**src/rtl/dcache_req_arbiter_if.sv**
```systemverilog
`default_nettype none
// ============================================================================
// Module   : dcache_req_arbiter_if
// Purpose  : Bundles the requester-facing and cache-facing signals of the
//            data-cache request arbiter. Member names are given from the
//            arbiter's point of view (i_* flow into it, o_* flow out of it).
// Modports : slave  - the arbiter itself
//            master - the environment (requesters plus data_cache)
// Signals  : i_req/i_req_write/i_addr/i_store_data  requester commands
//            o_req_ready/o_data_valid/o_data          requester responses
//            o_req/o_req_write/o_addr/o_store_data    command to data_cache
//            i_req_ready/i_data_valid/i_data          data_cache responses
// Revision : 1.0 - initial release
// ============================================================================
interface dcache_req_arbiter_if #(
  parameter int NUM_REQ   = 2,
  parameter int ADDR_SIZE = 32,
  parameter int DATA_SIZE = 32
);
  // Requester side
  logic [NUM_REQ-1:0]           i_req;
  logic [NUM_REQ-1:0]           i_req_write;
  logic [NUM_REQ*ADDR_SIZE-1:0] i_addr;
  logic [NUM_REQ*DATA_SIZE-1:0] i_store_data;
  logic [NUM_REQ-1:0]           o_req_ready;
  logic [NUM_REQ-1:0]           o_data_valid;
  logic [DATA_SIZE-1:0]         o_data;
  // Cache side
  logic                         o_req;
  logic                         o_req_write;
  logic [ADDR_SIZE-1:0]         o_addr;
  logic [DATA_SIZE-1:0]         o_store_data;
  logic                         i_req_ready;
  logic                         i_data_valid;
  logic [DATA_SIZE-1:0]         i_data;

  modport slave (
    input  i_req, i_req_write, i_addr, i_store_data,
    input  i_req_ready, i_data_valid, i_data,
    output o_req_ready, o_data_valid, o_data,
    output o_req, o_req_write, o_addr, o_store_data
  );

  modport master (
    output i_req, i_req_write, i_addr, i_store_data,
    output i_req_ready, i_data_valid, i_data,
    input  o_req_ready, o_data_valid, o_data,
    input  o_req, o_req_write, o_addr, o_store_data
  );
endinterface
`default_nettype wire

```
**src/rtl/dcache_req_arbiter.sv**
```systemverilog
`default_nettype none
// ============================================================================
// Module   : dcache_req_arbiter
// Purpose  : Round-robin arbiter sharing the single data_cache request port
//            among NUM_REQ requesters, one outstanding transaction at a time.
//            Captures the winning command, issues it, waits for completion
//            and returns the response as a one-cycle pulse to the owner.
// Ports    : i_aclk   - clock
//            i_areset - asynchronous active-high reset
//            bus      - dcache_req_arbiter_if.slave (requester + cache signals)
// Revision : 1.0 - initial release
// ============================================================================
module dcache_req_arbiter #(
  parameter int NUM_REQ   = 2,
  parameter int ADDR_SIZE = 32,
  parameter int DATA_SIZE = 32
) (
  input  logic                    i_aclk,
  input  logic                    i_areset,
  dcache_req_arbiter_if.slave     bus
);

  localparam int GW = $clog2(NUM_REQ);

  typedef enum logic [1:0] {
    S_IDLE  = 2'd0,
    S_ISSUE = 2'd1,
    S_WAIT  = 2'd2
  } state_t;

  state_t               state_q, state_d;
  logic [GW-1:0]        rr_ptr_q, rr_ptr_d;
  logic [GW-1:0]        grant_q, grant_d;
  logic                 write_q, write_d;
  logic [ADDR_SIZE-1:0] addr_q, addr_d;
  logic [DATA_SIZE-1:0] store_q, store_d;
  logic [DATA_SIZE-1:0] data_q, data_d;
  logic [NUM_REQ-1:0]   dvalid_q, dvalid_d;

  logic [GW-1:0]        scan_idx;
  logic [GW-1:0]        winner;
  logic                 found;
  logic [NUM_REQ-1:0]   ready;

  // Rotating priority search starting at rr_ptr; first active requester wins.
  always_comb begin
    found    = 1'b0;
    winner   = '0;
    scan_idx = '0;
    for (int i = 0; i < NUM_REQ; i++) begin
      scan_idx = GW'((int'(rr_ptr_q) + i) % NUM_REQ);
      if (!found && bus.i_req[scan_idx]) begin
        found  = 1'b1;
        winner = scan_idx;
      end
    end
  end

  // Ready is only offered in IDLE; the reset term keeps it low while the
  // async reset is asserted regardless of requester activity.
  always_comb begin
    ready = '0;
    if (state_q == S_IDLE && found && !i_areset) begin
      ready[winner] = 1'b1;
    end
  end

  always_comb begin
    state_d  = state_q;
    rr_ptr_d = rr_ptr_q;
    grant_d  = grant_q;
    write_d  = write_q;
    addr_d   = addr_q;
    store_d  = store_q;
    data_d   = data_q;
    dvalid_d = '0;
    case (state_q)
      S_IDLE: begin
        if (found) begin
          grant_d = winner;
          write_d = bus.i_req_write[winner];
          addr_d  = bus.i_addr[winner*ADDR_SIZE +: ADDR_SIZE];
          store_d = bus.i_store_data[winner*DATA_SIZE +: DATA_SIZE];
          state_d = S_ISSUE;
        end
      end
      S_ISSUE: begin
        if (bus.i_req_ready) begin
          state_d = S_WAIT;
        end
      end
      S_WAIT: begin
        if (bus.i_data_valid) begin
          data_d           = bus.i_data;
          dvalid_d[grant_q] = 1'b1;
          rr_ptr_d         = (grant_q == GW'(NUM_REQ - 1)) ? '0 : grant_q + GW'(1);
          state_d          = S_IDLE;
        end
      end
      default: state_d = S_IDLE;
    endcase
  end

  always_ff @(posedge i_aclk or posedge i_areset) begin
    if (i_areset) begin
      state_q  <= S_IDLE;
      rr_ptr_q <= '0;
      grant_q  <= '0;
      write_q  <= 1'b0;
      addr_q   <= '0;
      store_q  <= '0;
      data_q   <= '0;
      dvalid_q <= '0;
    end else begin
      state_q  <= state_d;
      rr_ptr_q <= rr_ptr_d;
      grant_q  <= grant_d;
      write_q  <= write_d;
      addr_q   <= addr_d;
      store_q  <= store_d;
      data_q   <= data_d;
      dvalid_q <= dvalid_d;
    end
  end

  assign bus.o_req_ready  = ready;
  assign bus.o_req        = (state_q == S_ISSUE);
  assign bus.o_req_write  = write_q;
  assign bus.o_addr       = addr_q;
  assign bus.o_store_data = store_q;
  assign bus.o_data       = data_q;
  assign bus.o_data_valid = dvalid_q;

endmodule
`default_nettype wire

```
**src/flat_wrapper.sv**
```systemverilog
// flat-port wrapper written by rule: the top's interface ports become plain ports
module dcache_req_arbiter_flat 
#(
  parameter int NUM_REQ   = 2,
  parameter int ADDR_SIZE = 32,
  parameter int DATA_SIZE = 32
)
  (i_aclk, i_areset, bus_i_req, bus_i_req_write, bus_i_addr, bus_i_store_data, bus_i_req_ready, bus_i_data_valid, bus_i_data, bus_o_req_ready, bus_o_data_valid, bus_o_data, bus_o_req, bus_o_req_write, bus_o_addr, bus_o_store_data);
  dcache_req_arbiter_if #(.NUM_REQ(NUM_REQ), .ADDR_SIZE(ADDR_SIZE), .DATA_SIZE(DATA_SIZE)) bus_i ();
  input  logic i_aclk;
  input  logic i_areset;
  input wire logic [$bits(bus_i.i_req)-1:0] bus_i_req;
  input wire logic [$bits(bus_i.i_req_write)-1:0] bus_i_req_write;
  input wire logic [$bits(bus_i.i_addr)-1:0] bus_i_addr;
  input wire logic [$bits(bus_i.i_store_data)-1:0] bus_i_store_data;
  input wire logic [$bits(bus_i.i_req_ready)-1:0] bus_i_req_ready;
  input wire logic [$bits(bus_i.i_data_valid)-1:0] bus_i_data_valid;
  input wire logic [$bits(bus_i.i_data)-1:0] bus_i_data;
  output wire logic [$bits(bus_i.o_req_ready)-1:0] bus_o_req_ready;
  output wire logic [$bits(bus_i.o_data_valid)-1:0] bus_o_data_valid;
  output wire logic [$bits(bus_i.o_data)-1:0] bus_o_data;
  output wire logic [$bits(bus_i.o_req)-1:0] bus_o_req;
  output wire logic [$bits(bus_i.o_req_write)-1:0] bus_o_req_write;
  output wire logic [$bits(bus_i.o_addr)-1:0] bus_o_addr;
  output wire logic [$bits(bus_i.o_store_data)-1:0] bus_o_store_data;
  assign bus_i.i_req = bus_i_req;
  assign bus_i.i_req_write = bus_i_req_write;
  assign bus_i.i_addr = bus_i_addr;
  assign bus_i.i_store_data = bus_i_store_data;
  assign bus_i.i_req_ready = bus_i_req_ready;
  assign bus_i.i_data_valid = bus_i_data_valid;
  assign bus_i.i_data = bus_i_data;
  assign bus_o_req_ready = bus_i.o_req_ready;
  assign bus_o_data_valid = bus_i.o_data_valid;
  assign bus_o_data = bus_i.o_data;
  assign bus_o_req = bus_i.o_req;
  assign bus_o_req_write = bus_i.o_req_write;
  assign bus_o_addr = bus_i.o_addr;
  assign bus_o_store_data = bus_i.o_store_data;
  dcache_req_arbiter #(.NUM_REQ(NUM_REQ), .ADDR_SIZE(ADDR_SIZE), .DATA_SIZE(DATA_SIZE)) u_core (.i_aclk(i_aclk), .i_areset(i_areset), .bus(bus_i));
endmodule
```
**config.mk**
```make
export PLATFORM = sky130hd
export DESIGN_NAME = dcache_req_arbiter_flat
export DESIGN_NICKNAME = d
export VERILOG_FILES = /design/src/rtl/dcache_req_arbiter_if.sv /design/src/rtl/dcache_req_arbiter.sv /design/src/flat_wrapper.sv
export SDC_FILE = /design/constraint.sdc
export NUM_CORES = 1
export LEC_CHECK = 0
export ABC_AREA = 1
export ABC_CLOCK_PERIOD_IN_PS = 6100
export CAP_MARGIN = 20
export CORE_AREA = 2 2 104 106
export DETAILED_ROUTE_END_ITERATION = 10
export DIE_AREA = 0 0 106 108
export DONT_BUFFER_PORTS = 1
export GPL_ROUTABILITY_DRIVEN = 0
export PLACE_DENSITY = 0.65
export SKIP_LAST_GASP = 1
export SLEW_MARGIN = 20
export SYNTH_ARGS = -nofsm -noshare
export SYNTH_HDL_FRONTEND = slang
export SYNTH_SLANG_ARGS = --single-unit
```
**constraint.sdc**
```tcl
create_clock -name i_aclk -period 6.1 [get_ports i_aclk]
set_clock_uncertainty 0.05 [all_clocks]
set_input_delay 0.915 -clock i_aclk [delete_from_list [all_inputs] [get_ports i_aclk]]
set_output_delay 0.915 -clock i_aclk [all_outputs]
set_load 0.005 [all_outputs]
```
==> out/results.ini, run 1 <==
[pwr]
irDropWorstVdd_mv = 0.5098
leakage_nw = 3.263
finalPower_mw = 2.517
power.density_mw_per_mm2 = 464.7

[layout]
fin_nets = 865
mostFrequentLayoutCells = nand2_1 (263), nand3_1 (162), inv_1 (136)
area_growth_pct = 4.363
drive_gt1_share_pct = 3.989
layout_commonest_cell = nand2_1
fin_cells = 838
n_fill_cell = 988
n_antenna_cell = 0
fin_util_pct = 52.95

[timing]
drv_slew = 0
clock.fmax_mhz = 351.9
finalSetupViolCount = 0
period_minus_slack_ns = 2.841
tns_ns = 0
max_slew.worst_pin.slew_ns = 0.7418
hold_viol = 0
layout_worst_path_cycle_share_pct = 46.58
maxSlewHeadroom_pct = 50.55
rsz0062_at_grt = false

[floorplanning]
core_area_mm2 = 0.01023
io_pins = 270
rows = 37
die_area_mm2 = 0.01145
start_util_pct = 50.74
die_x_um = 106
die_h_um = 108

[setup_path]
startpoint = bus_i_req[0]
cpMostUsedCell = nand2_2
rr_startpoint = u_core.state_q[0]
crit_chain = nand2_2 > buf_4 > nand2_2 > inv_1 > nand2_1 > nor2_1
worstRegToRegCells = 4
slowest_stage = buf_4
end_kind = output port
arrival_ns = 1.88
setup.worst_path.class = in2out
path_max_fanout = 66
start_kind = input port
crit_buf_inv = 2
worstPathRequired_ns = 5.13
critPathTopFamily = buffers and inverters
ff2ff_setup_slack_ns = 3.96
slowest_delay_ns = 0.51
reg2reg_to = u_core.rr_ptr_q

[yosys]
synthCells = 726
synthesis.area_mm2 = 0.005191
synth_top_family_by_area = simple AND/OR/NAND/NOR gates
yosys_warnings = 0
synth.avg_cell_area_um2 = 7.150
ys_ff_latch = 103
yosys.area_share.simple_pct = 35.50
synth_top_cell_area_share_pct = 49.65
synth.yosys.seq_area_share_pct = 49.65
synth_xor_area_share_pct = 0
synth_compound_area_share_pct = 0.6026
muxShareOfSynthArea_pct = 0
synthAdderAreaFrac_pct = 0
synth_area_leaders = dfrtp_1 (50%), nand2_1 (19%), nand3_1 (16%)
yosysTopAreaCell = dfrtp_1
syn-num-nets = 894
ys_types = 14

[placement]
hpwl_um = 9117
dp.cells = 822
io_buffers = 0

[worst_hold_path]
hold_depth = 1
hold_start = u_core.grant_q
hp-class = reg2reg
hold_end = u_core.bus.o_data_valid[0]

[run]
drv_cap = 0

[detailed_routing]
drt-pass1-iter-count = 5
via_count = 4372
antenna_left = 0
drc = 0
drt_iter0_drc = 431
routed_via_density = 5.217
post_drt_wl_per_cell_um = 15.56
totalWireLength_um = 13040

[grt]
grt-ovfl-total = 0
grt_pass1_vias = 4185
grt_pass1_wl_um = 20840
grt_max_degree = 69
grt.total_usage_pct = 22.84
antenna_found_initial = 0

[cts]
htree_levels = 3
cts_hold_buffers = 0
cts_buffers = 9
cts_tree = built
cts.clk_slew.worst_paths_ns = 0.11
post_cts_buffers = 0
ctsLongestPathBuffers = 2
cts_sinks = 103
cts_resized = 0
cts_root_buffer = clkbuf_8
clock_latency_ns = 0.37

[status]
outcome = completed

[layout make-up]
class	count	area, µm²	area share, %
repair buffers	5	37.54	0.6928
clock buffers	10	137.6	2.540
flip-flops and latches	103	2577	47.57
clock inverters	6	76.32	1.409
well taps	136	170.2	3.141
multi-input cells	441	1902	35.10
inverters	137	516.7	9.538
[power breakdown]
part	internal, mW	switching, mW
registers	1.01	0.292
logic	0.251	0.509
clock network	0.208	0.246
[metal layers]
| layer | track usage (%) | wire [µm] | vias to the layer above |
|---|---|---|---|
| met1 | 27.73 | 5192 | 2033 |
| met4 | 9.023 | 220 | 0 |
| met5 | 0 | 0 | - |
| met2 | 38.25 | 6443 | 205 |
| met3 | 7.173 | 1187 | 16 |
| li1 | - | - | 2118 |
[synth_stat cells]
master / count
nor3_1: 1
dfrtp_1: 103
o21ai_2: 1
buf_2: 24
clkbuf_1: 14
inv_1: 137
nand3_1: 162
a21oi_1: 1
o31ai_1: 1
nand2_1: 266
buf_4: 7
nor2_2: 1
o21ai_0: 2
nor2_1: 6
[worst max path at each step]
| stage | to | slack (ns) | depth (start not counted) |
|---|---|---|---|
| global placement | u_core.rr_ptr_q | 3.21 | 4 |
| global route | bus_o_req_ready[1] | 3.16 | 6 |
| floorplan | u_core.bus.o_addr[0] | 2.43 | 1 |
| detailed placement | u_core.rr_ptr_q | 3.08 | 4 |
| finish | bus_o_req_ready[1] | 3.26 | 6 |
| CTS | u_core.rr_ptr_q | 3.07 | 4 |
[worst register-to-register path, delay by kind of cell, from the launching register on]
| family | cells | cell delay (ns) |
|---|---|---|
| flip-flops | 1 | 0.46 |
| AO/OA/AOI/OAI | 1 | 0.06 |
| AND/OR/NAND/NOR | 3 | 1.46 |
[sequential cells by signal, indices dropped and copies added, names as in the netlist]
signal and flops:
u_core.grant_q 1, u_core.state_q 2, u_core.bus.o_data_valid 2, u_core.bus.o_addr 32, u_core.bus.o_req_write 1, u_core.rr_ptr_q 1
u_core.bus.o_store_data 32, u_core.bus.o_data 32
[through the flow]
step	cell area, µm²	setup WS (ns)	hold WS, ns
floorplan	5191	2.431	0.3532
global placement	5196	3.205	0.3642
finish	5418	3.259	0.3889
global route	5418	3.159	0.4037
CTS	5410	3.069	0.3884
detailed placement	5196	3.083	0.3718
[cells by family (layout without fill, tap and decap cells)]
| logic type | Yosys count | in the layout |
|---|---|---|
| flip-flops | 103 | 103 |
| buffers and inverters | 182 | 158 |
| AND/OR/NAND/NOR | 436 | 436 |
| AO/OA/AOI/OAI | 5 | 5 |
(Power assumes the default switching activity.)
==> run 2, diff against run 1 <==
ABC_CLOCK_PERIOD_IN_PS = 2300   (was 6100)
CORE_AREA = 2 2 105 107   (was 2 2 104 106)
DIE_AREA = 0 0 107 109   (was 0 0 106 108)
PLACE_DENSITY = 0.67   (was 0.65)
clock period = 2.3 ns   (was 6.1 ns; I/O delays follow)
==> run 2 against run 1 <==
Against the previous run: utilization decreased by 1.2 points; global-route usage shrank 1.2 points; final area up 1.4%; combinational power rose to 2.7 times the previous value; critical path type is now reg2out; critical endpoint is now bus_o_req_ready[0]; final cell count is 1.6% higher; largest power group unchanged; critical path depth fell by 2; flip-flop and latch count did not move; non-clock buffer count up 9; via count is 0.71% higher.
==> out/results.ini, run 2 (same netlist as run 1, synthesis figures left out) <==
[cts]
clock_latency_ns = 0.36  ; was 0.37 ns
htree_levels = 3  ; unchanged
ctsLongestPathBuffers = 2  ; unchanged
cts_sinks = 103  ; unchanged
cts_buffers = 9  ; unchanged
post_cts_buffers = 0  ; unchanged
cts_tree = built  ; unchanged
cts.clk_slew.worst_paths_ns = 0.10  ; was 0.11 ns
cts_resized = 0  ; unchanged
cts_root_buffer = clkbuf_8  ; unchanged

[floorplanning]
die_x_um = 107  ; was 106 µm
die_area_mm2 = 0.01166  ; was 0.01145 mm²
start_util_pct = 48.96  ; was 50.74%
die_h_um = 109  ; was 108 µm
io_pins = 270  ; unchanged
core_area_mm2 = 0.01060  ; was 0.01023 mm²
rows = 38  ; was 37

[placement]
dp.cells = 834  ; was 822
hpwl_um = 9333  ; was 9117 µm
io_buffers = 0  ; unchanged

[worst_hold_path]
hp-class = in2reg  ; was reg2reg

[setup_path]
setup.worst_path.class = reg2out  ; was in2out
slowest_delay_ns = 0.44  ; was 0.51 ns
crit_buf_inv = 1  ; was 2
arrival_ns = 1.63  ; was 1.88 ns
path_max_fanout = 22  ; was 66
slowest_stage = dfrtp_1  ; was buf_4
critPathTopFamily = simple AND/OR/NAND/NOR gates  ; was buffers and inverters
start_kind = flop  ; was input port
crit_chain = nor2_1 > o21ai_4 > nor3_1 > buf_4  ; was nand2_2 > buf_4 > nand2_2 > inv_1 > nand2_1 > nor2_1
end_kind = output port  ; unchanged
worstPathRequired_ns = 1.90  ; was 5.13 ns

[pwr]
leakage_nw = 3.300  ; was 3.263 nW
finalPower_mw = 6.620  ; was 2.517 mW
irDropWorstVdd_mv = 0.5630  ; was 0.5098 mV
power.density_mw_per_mm2 = 1205  ; was 464.7 mW/mm²

[detailed_routing]
drt_iter0_drc = 435  ; was 431
post_drt_wl_per_cell_um = 15.19  ; was 15.56 µm
routed_via_density = 5.174  ; was 5.217
totalWireLength_um = 12930  ; was 13040 µm
drt-pass1-iter-count = 5  ; unchanged
antenna_left = 0  ; unchanged
drc = 0  ; unchanged
via_count = 4403  ; was 4372

[grt]
grt_pass1_vias = 4143  ; was 4185
grt.total_usage_pct = 21.65  ; was 22.84%
antenna_found_initial = 0  ; unchanged
grt_pass1_wl_um = 19700  ; was 20840 µm
grt_max_degree = 69  ; unchanged
grt-ovfl-total = 0  ; unchanged

[layout]
area_growth_pct = 5.785  ; was 4.363%
drive_gt1_share_pct = 4.923  ; was 3.989%
layout_commonest_cell = nand2_1  ; unchanged
n_antenna_cell = 0  ; unchanged
multiInputGateArea_mm2 = 0.001894  ; was 0.001902 mm²
mostFrequentLayoutCells = nand2_1 (264), nand3_1 (162), inv_1 (136)  ; was nand2_1 (263), nand3_1 (162), inv_1 (136)
n_fill_cell = 1038  ; was 988
area.sequential_mm2 = 0.002577  ; unchanged
fin_nets = 874  ; was 865
fin_cells = 851  ; was 838

[timing]
max_slew.worst_pin.slew_ns = 0.6131  ; was 0.7418 ns
drv_slew = 0  ; unchanged
finalSetupViolCount = 0  ; unchanged
rsz0062_at_grt = false  ; unchanged
clock.fmax_mhz = 492.8
finalHoldWorstSlack_ns = 0.02657  ; was 0.3889 ns
hold_viol = 0  ; unchanged
layout_worst_path_cycle_share_pct = 88.22
tns_ns = 0  ; unchanged
period_minus_slack_ns = 2.029
maxSlewHeadroom_pct = 58.97  ; was 50.55%

[status]
outcome = completed  ; unchanged

[run]
drv_cap = 0  ; unchanged

run 2: cell type report:
cell class	count	area share, %
clock buffers	10	2.506
clock inverters	6	1.025
repair buffers	14	2.415
flip-flops and latches	103	46.94
well taps	140	3.190
multi-input cells	441	34.50
inverters	137	9.433
run 2: worst paths after layout:
kind / slack [ns] / end / start / cells past startpoint
min in group asynchronous: 0.45 / u_core.bus.o_data[12] / i_areset / 2
min reg2reg: 0.38 / u_core.bus.o_data_valid[0] / u_core.grant_q / 1
max reg2reg: 0.80 / u_core.bus.o_store_data[31] / u_core.state_q[0] / 5
max: 0.27 / bus_o_req_ready[0] / u_core.state_q[0] / 4
min: 0.03 / u_core.state_q[1] / bus_i_data_valid / 1
max in group asynchronous: 1.04 / u_core.bus.o_store_data[13] / i_areset / 3
run 2: what timing repair did:
item	4_1_cts	5_1_grt
hold buffers	1	0
endpoints found under the hold margin	18	0
setup endpoints to repair	0	0
run 2: metrics by stage:
step | worst slack, ns | instance area, µm² | util (%)
after floorplan | 0.6734 | 5195 | -
after global placement | 0.6581 | 5288 | 49.87
after detailed placement | 0.6678 | 5288 | 49.87
after CTS | 0.2435 | 5492 | 51.79
after global routing | 0.1219 | 5492 | 51.79
final | 0.2709 | 5492 | 51.79
run 2: power breakdown:
group,internal [mW],switching [mW]
sequential,2.69,0.751
combinational,0.725,1.37
clock,0.441,0.649
run 2: layer usage:
layer	GRT usage, %	share of wire [%]
met2	39.26	51
met5	0	0
met1	23.88	38
met4	6.586	1.0
met3	7.711	9.3
